**src/rtl/sync_fifo.sv**
```systemverilog
// Single-clock FIFO of any depth, tracking occupancy with a counter so every entry is usable.
// FWFT=0 gives a registered read with 1-cycle latency; FWFT=1 presents the head word combinationally.
module sync_fifo #(
  parameter int FIFO_WIDTH       = 32,
  parameter int FIFO_DEPTH       = 8,
  parameter bit FWFT             = 1'b0,
  parameter int ALMOST_FULL_LVL  = FIFO_DEPTH - 1,
  parameter int ALMOST_EMPTY_LVL = 1
) (
  input  logic                            clk,
  input  logic                            rst,
  input  logic                            wr_en,
  input  logic [FIFO_WIDTH-1:0]           data_in,
  input  logic                            rd_en,
  output logic [FIFO_WIDTH-1:0]           data_out,
  output logic                            data_valid,
  output logic                            full,
  output logic                            empty,
  output logic                            almost_full,
  output logic                            almost_empty,
  output logic [$clog2(FIFO_DEPTH+1)-1:0] count,
  output logic                            overflow,
  output logic                            underflow
);
  localparam int CW = $clog2(FIFO_DEPTH + 1);
  localparam int PW = (FIFO_DEPTH > 1) ? $clog2(FIFO_DEPTH) : 1;
  localparam logic [CW-1:0] DEPTH_C = CW'(FIFO_DEPTH);
  localparam logic [PW-1:0] LAST_C  = PW'(FIFO_DEPTH - 1);

  logic [FIFO_WIDTH-1:0] mem_q [FIFO_DEPTH];
  logic [PW-1:0]         rd_ptr_q, rd_ptr_d;
  logic [PW-1:0]         wr_ptr_q, wr_ptr_d;
  logic [CW-1:0]         count_q, count_d;
  logic [FIFO_WIDTH-1:0] dout_q, dout_d;
  logic                  dvalid_q, dvalid_d;
  logic                  ovf_q, ovf_d;
  logic                  udf_q, udf_d;
  logic                  empty_s, full_s, rd_acc_s, wr_acc_s;

  always_comb begin
    empty_s  = (count_q == {CW{1'b0}});
    full_s   = (count_q == DEPTH_C);
    rd_acc_s = rd_en & ~empty_s;
    // A full FIFO still takes a write when a read frees a slot in the same cycle.
    wr_acc_s = wr_en & (~full_s | rd_acc_s);

    rd_ptr_d = rd_ptr_q;
    if (rd_acc_s) begin
      rd_ptr_d = (rd_ptr_q == LAST_C) ? {PW{1'b0}} : rd_ptr_q + PW'(1);
    end else begin
      rd_ptr_d = rd_ptr_q;
    end

    wr_ptr_d = wr_ptr_q;
    if (wr_acc_s) begin
      wr_ptr_d = (wr_ptr_q == LAST_C) ? {PW{1'b0}} : wr_ptr_q + PW'(1);
    end else begin
      wr_ptr_d = wr_ptr_q;
    end

    case ({wr_acc_s, rd_acc_s})
      2'b10:   count_d = count_q + CW'(1);
      2'b01:   count_d = count_q - CW'(1);
      default: count_d = count_q;
    endcase

    dout_d = dout_q;
    if (!FWFT && rd_acc_s) begin
      dout_d = mem_q[rd_ptr_q];
    end else begin
      dout_d = dout_q;
    end
    dvalid_d = FWFT ? 1'b0 : rd_acc_s;
    ovf_d    = wr_en & ~wr_acc_s;
    udf_d    = rd_en & ~rd_acc_s;
  end

  always_ff @(posedge clk) begin
    if (rst) begin
      rd_ptr_q <= {PW{1'b0}};
      wr_ptr_q <= {PW{1'b0}};
      count_q  <= {CW{1'b0}};
      dout_q   <= {FIFO_WIDTH{1'b0}};
      dvalid_q <= 1'b0;
      ovf_q    <= 1'b0;
      udf_q    <= 1'b0;
    end else begin
      rd_ptr_q <= rd_ptr_d;
      wr_ptr_q <= wr_ptr_d;
      count_q  <= count_d;
      dout_q   <= dout_d;
      dvalid_q <= dvalid_d;
      ovf_q    <= ovf_d;
      udf_q    <= udf_d;
    end
  end

  // Storage is deliberately left uncleared by reset.
  always_ff @(posedge clk) begin
    if (!rst && wr_acc_s) begin
      mem_q[wr_ptr_q] <= data_in;
    end
  end

  assign data_out     = FWFT ? mem_q[rd_ptr_q] : dout_q;
  assign data_valid   = FWFT ? ~empty_s : dvalid_q;
  assign full         = full_s;
  assign empty        = empty_s;
  assign almost_full  = (int'(count_q) >= ALMOST_FULL_LVL);
  assign almost_empty = (int'(count_q) <= ALMOST_EMPTY_LVL);
  assign count        = count_q;
  assign overflow     = ovf_q;
  assign underflow    = udf_q;
endmodule

```
**config.mk**
```make
export PLATFORM = sky130hd
export DESIGN_NAME = sync_fifo
export DESIGN_NICKNAME = d
export VERILOG_FILES = /design/src/rtl/sync_fifo.sv
export SDC_FILE = /design/constraint.sdc
export NUM_CORES = 1
export LEC_CHECK = 0
export ABC_CLOCK_PERIOD_IN_PS = 6400
export CAP_MARGIN = 20
export CORE_ASPECT_RATIO = 1.5
export CORE_UTILIZATION = 35
export CTS_BUF_LIST = sky130_fd_sc_hd__clkbuf_16
export DETAILED_ROUTE_END_ITERATION = 7
export DONT_BUFFER_PORTS = 1
export REMOVE_ABC_BUFFERS = 1
export SLEW_MARGIN = 20
export SYNTH_ARGS = -nofsm -noshare
export SYNTH_HDL_FRONTEND = slang
export SYNTH_SLANG_ARGS = --single-unit
```
**constraint.sdc**
```tcl
create_clock -name clk -period 6.4 [get_ports clk]
set_input_delay 0.64 -clock clk [delete_from_list [all_inputs] [get_ports clk]]
set_output_delay 0.64 -clock clk [all_outputs]
set_load 0.01 [all_outputs]
```
# --- Word-level counts from Yosys, hierarchy flattened ---
# Memories as Yosys holds them, arrays and structs flattened. A register that Yosys moved wholly into a read port is not among the register bits.
# Index checks and enable logic that the tools add are counted.
classes:
  n_addsub: 4
  n_lt_le_gt_ge: 2
  eq_ne: 5
  n_mux: 5
  n_bitwise: 9
  n_reduce_logical: 4
ops:
  columns: ["operator", "n"]
  rows:
  - ["$pmux W4 S2", 1]
  - ["$add A3 B1 Y3 const B", 2]
  - ["$eq A3 B3 Y1 const B", 2]
  - ["$mux W3", 2]
  - ["$add A4 B1 Y4 const B", 1]
  - ["$and A1 B1 Y1", 4]
  - ["$eq A4 B4 Y1 const B", 1]
  - ["$ge A4 B3 Y1 const B", 1]
  - ["$le A4 B1 Y1 const B", 1]
  - ["$logic_not A4 Y1", 1]
  - ["$not A1 Y1", 4]
  - ["$sub A4 B1 Y4 const B", 1]
  - ["$eq A2 B1 Y1 const B", 1]
  - ["$eq A2 B2 Y1 const B", 1]
  - ["$mux W1", 2]
  - ["$reduce_bool A2 Y1", 1]
  - ["$logic_and A1 B1 Y1", 1]
  - ["$logic_not A1 Y1", 1]
  - ["$or A1 B1 Y1", 1]
totals:
  regBits: 13
  ram_bits: 256
  inputBits: 36
  out_inout_bits: 43
  elab_cells: 36
  n_memories: 1
mem_list:
  columns: ["memory", "depth", "width", "read_ports", "rd_ports_with_merged_regs", "wr", "line", "source"]
  rows:
  - ["mem_q", 8, 32, 1, 1, 1, "30", "logic [FIFO_WIDTH-1:0] mem_q [FIFO_DEPTH];"]

# --- Logic depth before layout (Yosys ltp) ---
logic_depth:
  word_depth: 8
  ltp_mapped: 9
  depth_no_buf: 7

# --- Worst setup path before layout ---
# OpenSTA, ideal clock, no wires.
synth_path:
  path_type: "input to register"
  from: "input port rd_en"
  to: "memory mem_q[0][0], enable pin"
  arrival_ps: 3587
  t_required_ps: 5939
  path_slack_ps: 2351
  path_stages: 5
  cell_sequence: "clkbuf_1 nand4bb_1 and3_1 nand2b_1 nor3_1"
synth_via:
  elab_chain_cells: 6
synth_rtl:
  columns: ["element", "line", "source"]
  rows:
  - ["from (decl)", "14", "input logic rd_en,"]
  - ["$and A1 B1 Y1", "43", "rd_acc_s = rd_en & ~empty_s;"]
  - ["$or A1 B1 Y1", "45", "wr_acc_s = wr_en & (~full_s | rd_acc_s);"]
  - ["$and A1 B1 Y1", "45", null]
  - ["$logic_and A1 B1 Y1", "100", "if (!rst && wr_acc_s) begin"]
  - ["$mux W1", "100", null]
  - ["$mux W1 (not written as such)", "101", "mem_q[wr_ptr_q] <= data_in;"]
  - ["to (decl)", "30", null]
# No other way between the ends.

# --- Final worst setup path ---
layout_path:
  from: "register count_q[0] (netlist: count[0])"
  to: "register rd_ptr_q[0]"
layout_via:
  elab_chain_cells: 3
layout_rtl:
  columns: ["element", "line", "source"]
  rows:
  - ["from (decl)", "33", "logic [CW-1:0] count_q, count_d;"]
  - ["from (signal assigned)", "82", "count_q <= {CW{1'b0}};"]
  - ["from (signal assigned)", "90", "count_q <= count_d;"]
  - ["$logic_not A4 Y1", "41", "empty_s = (count_q == {CW{1'b0}});"]
  - ["$not A1 Y1", null, null]
  - ["$and A1 B1 Y1", "43", null]
  - ["to (signal assigned)", "80", "rd_ptr_q <= {PW{1'b0}};"]
  - ["to (signal assigned)", "88", "rd_ptr_q <= rd_ptr_d;"]
  - ["to (decl)", "31", "logic [PW-1:0] rd_ptr_q, rd_ptr_d;"]
# No other way between the ends.
# A chain may end at the register's enable or synchronous reset.

==> impl_metrics.json <==
{
  "synth_xor_area_share_pct": 0.1518,
  "p_sw_share_pct": 27.33,
  "synth.area.mux_share_pct": 11.29,
  "p_comb_share_pct": 14.6,
  "hold_class": "input pin to flip-flop",
  "cts.sinks": 301,
  "cellLeakagePower_nw": 3.857,
  "ff2ff_path_depth": 6,
  "drc": 0,
  "vias": 5983,
  "fin_crit_ns": 2.575,
  "synth_enable_flop_cells": 256,
  "p_switching_mw": 1.274,
  "max_slew_margin_pct": 31.89,
  "p_int_mw": 3.388,
  "pin_count": 79,
  "fin_nets": 766,
  "grt_use_total_pct": 14.41,
  "portBuffers": 0,
  "finalClockSkew_ns": 0.02211,
  "core_sq_um": 32530,
  "finalCritPeriodShare_pct": 40.24,
  "antenna_found_initial": 0,
  "cts_resized": 0,
  "yosysWarnings": 0,
  "grt_pass1_vias": 5989,
  "clock.fmax_mhz": 388.3,
  "cpMaxStageDelayCell": "nand2_2",
  "hpwl_mm": 12.19,
  "ys_seq_area_share_pct": 74.42,
  "total_power_mw": 4.662,
  "vias_per_cell": 5.162,
  "crit_end": "rd_ptr_q[0]",
  "cp_max_fo": 37,
  "clock_latency_ns": 0.55,
  "crit_start": "count[0]",
  "drt_iter0_drc": 357,
  "setup_viol": 0,
  "ys_ff_latch": 301,
  "grt_max_degree": 54,
  "finalSetupTns_ns": 0,
  "slowest_delay_ns": 0.62,
  "pwr-share-clk_pct": 34.4,
  "status": "completed",
  "r2r-start": "count[0]",
  "clk_path_buf_depth": 3,
  "die_area_sq_um": 33720,
  "p_per_area_nw_per_um2": 362.8,
  "finalMaxSlewViolations": 0,
  "grt.overflow.total": 0,
  "drt-total-wl_mm": 23.83,
  "synth_top_family_by_area": "multiplexers",
  "yosysUniqueCellTypes": 39,
  "holdBufCountCts": 0,
  "rows": 81,
  "utilization_pct": 39.50,
  "wl_per_cell_microns": 20.56,
  "drt-pass1-iter-count": 4,
  "hold_slack_ns": 0.1539,
  "cp-end-kind": "flip-flop",
  "ant_nets": 0,
  "cp-start-kind": "flip-flop",
  "syn_area_sq_um": 11540,
  "synth.avg_cell_area_sq_um": 15.87,
  "required_ns": 6.87,
  "worstSetupPathType": "flip-flop to flip-flop",
  "die_h_microns": 224.4,
  "syn_to_final_growth_pct": 11.36,
  "initial_core_util_pct": 35.47,
  "yosysTopAreaCellShare_pct": 66.62,
  "reg2reg_to": "rd_ptr_q[0]",
  "r2r_setup_slack_ns": 3.82,
  "fin_area_sq_um": 12850,
  "numCtsBuffers": 28,
  "synthTopCellsByArea": "edfxtp_1, mux2i_1, dfxtp_1, o22ai_1, a21oi_1",
  "synth-main-ff-cell": "edfxtp_1",
  "power_frac_seq_pct": 51.0,
  "htreeDepth": 1,
  "synth_fa_ha_area_share_pct": 0.8674,
  "finalHoldViolCount": 0,
  "antenna_cells_inserted": 0,
  "grt_pass1_wl_mm": 35.82,
  "placed_cell_area_sq_um": 11960,
  "clk_pin_slew_ns": 0.07,
  "cts_tree": "yes",
  "crit_arrival_ns": 3.05,
  "fp.dieW_microns": 150.3,
  "synth-simple-area-share_pct": 3.871,
  "routabilityCongestion": 0.7102,
  "cts_root_buf": "clkbuf_16",
  "peakVddDrop_uv": 194.1,
  "yosys.area.top_type": "edfxtp_1",
  "maxCapViolations": 0,
  "crit_chain": "inv_1 -> ha_1 -> or3b_1 -> nand2_2 -> or3_1 -> a21oi_1",
  "synthCells": 727,
  "worst_slew_pin_slew_ns": 1.022,
  "synth-async-reset-ratio_pct": 0,
  "rsz0062_at_grt": "false",
  "drive_above_1_share_pct": 9.274,
  "cts_setup_buffers": 0,
  "synth-compound-area-share_pct": 7.058
}
==> cell usage after synthesis, types with 5 or more instances <==
master,count
buf_2,14
a21oi_1,39
ha_1,8
edfxtp_1,256
buf_6,6
nand2_1,48
o21ai_1,7
o22ai_1,64
nand2b_1,7
nor3_1,5
nor2_1,13
mux2i_1,129
o21ai_0,27
dfxtp_1,45
clkbuf_1,20
==> registers in the layout, summed over array words and instances, names as in the netlist <==
register,count
mem_q,256
data_out,32
count,4
rd_ptr_q,3
wr_ptr_q,3
data_valid,1
overflow,1
underflow,1
==> cell usage in the layout, fill, tap and decap left out, types with 3 or more instances in the layout <==
| master | count |
|---|---|
| nor3_1 | 3 |
| nor2_4 | 6 |
| dfxtp_1 | 44 |
| buf_4 | 10 |
| clkbuf_16 | 29 |
| o21ai_0 | 27 |
| clkinv_2 | 4 |
| a21oi_1 | 39 |
| clkinv_1 | 7 |
| edfxtp_1 | 256 |
| nand2b_1 | 5 |
| ha_1 | 8 |
| mux2i_1 | 129 |
| nand2_1 | 47 |
| o21ai_1 | 7 |
| clkinvlp_4 | 3 |
| or3_1 | 3 |
| inv_1 | 8 |
| o22ai_1 | 64 |
| nor2_1 | 7 |
==> cells by family after synthesis <==
family / Yosys count
adder cells (fa/ha/maj): 8
flip-flops: 301
AND/OR/NAND/NOR: 94
multiplexers: 130
AO/OA/AOI/OAI: 142
buffers and inverters: 50
XOR/XNOR: 2
==> worst max-delay path: cells and delay by family, from the launching register on <==
family / cells / cell delay, ns
DFF: 1 / 0.51
and+or+nand+nor: 3 / 1.50
buffers and inverters: 1 / 0.11
AOI/OAI and AO/OA: 1 / 0.12
adders and majority gates: 1 / 0.24
==> worst min path at each step <==
stage,from,endpoint,slack (ns),cells past startpoint
floorplan,wr_ptr_q[0],wr_ptr_q[0],0.46,2
global placement,data_out[28],data_out[28],0.49,2
detailed placement,data_out[14],data_out[14],0.49,2
CTS,rst,count[0],0.13,1
global route,rst,count[0],0.13,1
finish,rst,count[0],0.15,1
==> metrics by stage <==
stage          worst slack, ns  instances
2_1_floorplan            1.026        682
4_1_cts                  3.749       1159
6_report                 3.825       1159
3_5_place_dp             3.800       1107
3_3_place_gp             3.848       1107
5_1_grt                  3.575       1159
==> power groups by stage <==
stage | combinational [mW] | clock (mW) | sequential (mW)
floorplan | 0.512 | 0 | 2.43
global placement | 0.682 | 0 | 2.43
detailed placement | 0.690 | 0 | 2.43
CTS | 0.692 | 1.63 | 2.39
global route | 0.753 | 1.70 | 2.40
finish | 0.680 | 1.60 | 2.38
==> final cells by class <==
cell class | instances | area, sq um
Clock buffer | 29 | 725.7
Clock inverter | 23 | 170.2
Fill cell | 2859 | 19680
Inverter | 5 | 23.77
Multi-Input combinational cell | 376 | 2745
Sequential cell | 301 | 8592
Tap cell | 415 | 519.2
Timing Repair Buffer | 10 | 75.07
==> layer usage <==
layer	vias to the layer above	wire length [microns]	track usage, %	part of all wire, %
met5	-	0	0	0
met2	149	12080	25.11	51
met3	45	1759	3.996	7.4
li1	2793	-	-	-
met1	2996	9383	16.56	39
met4	0	614	5.539	2.6
(Power assumes the default switching activity.)
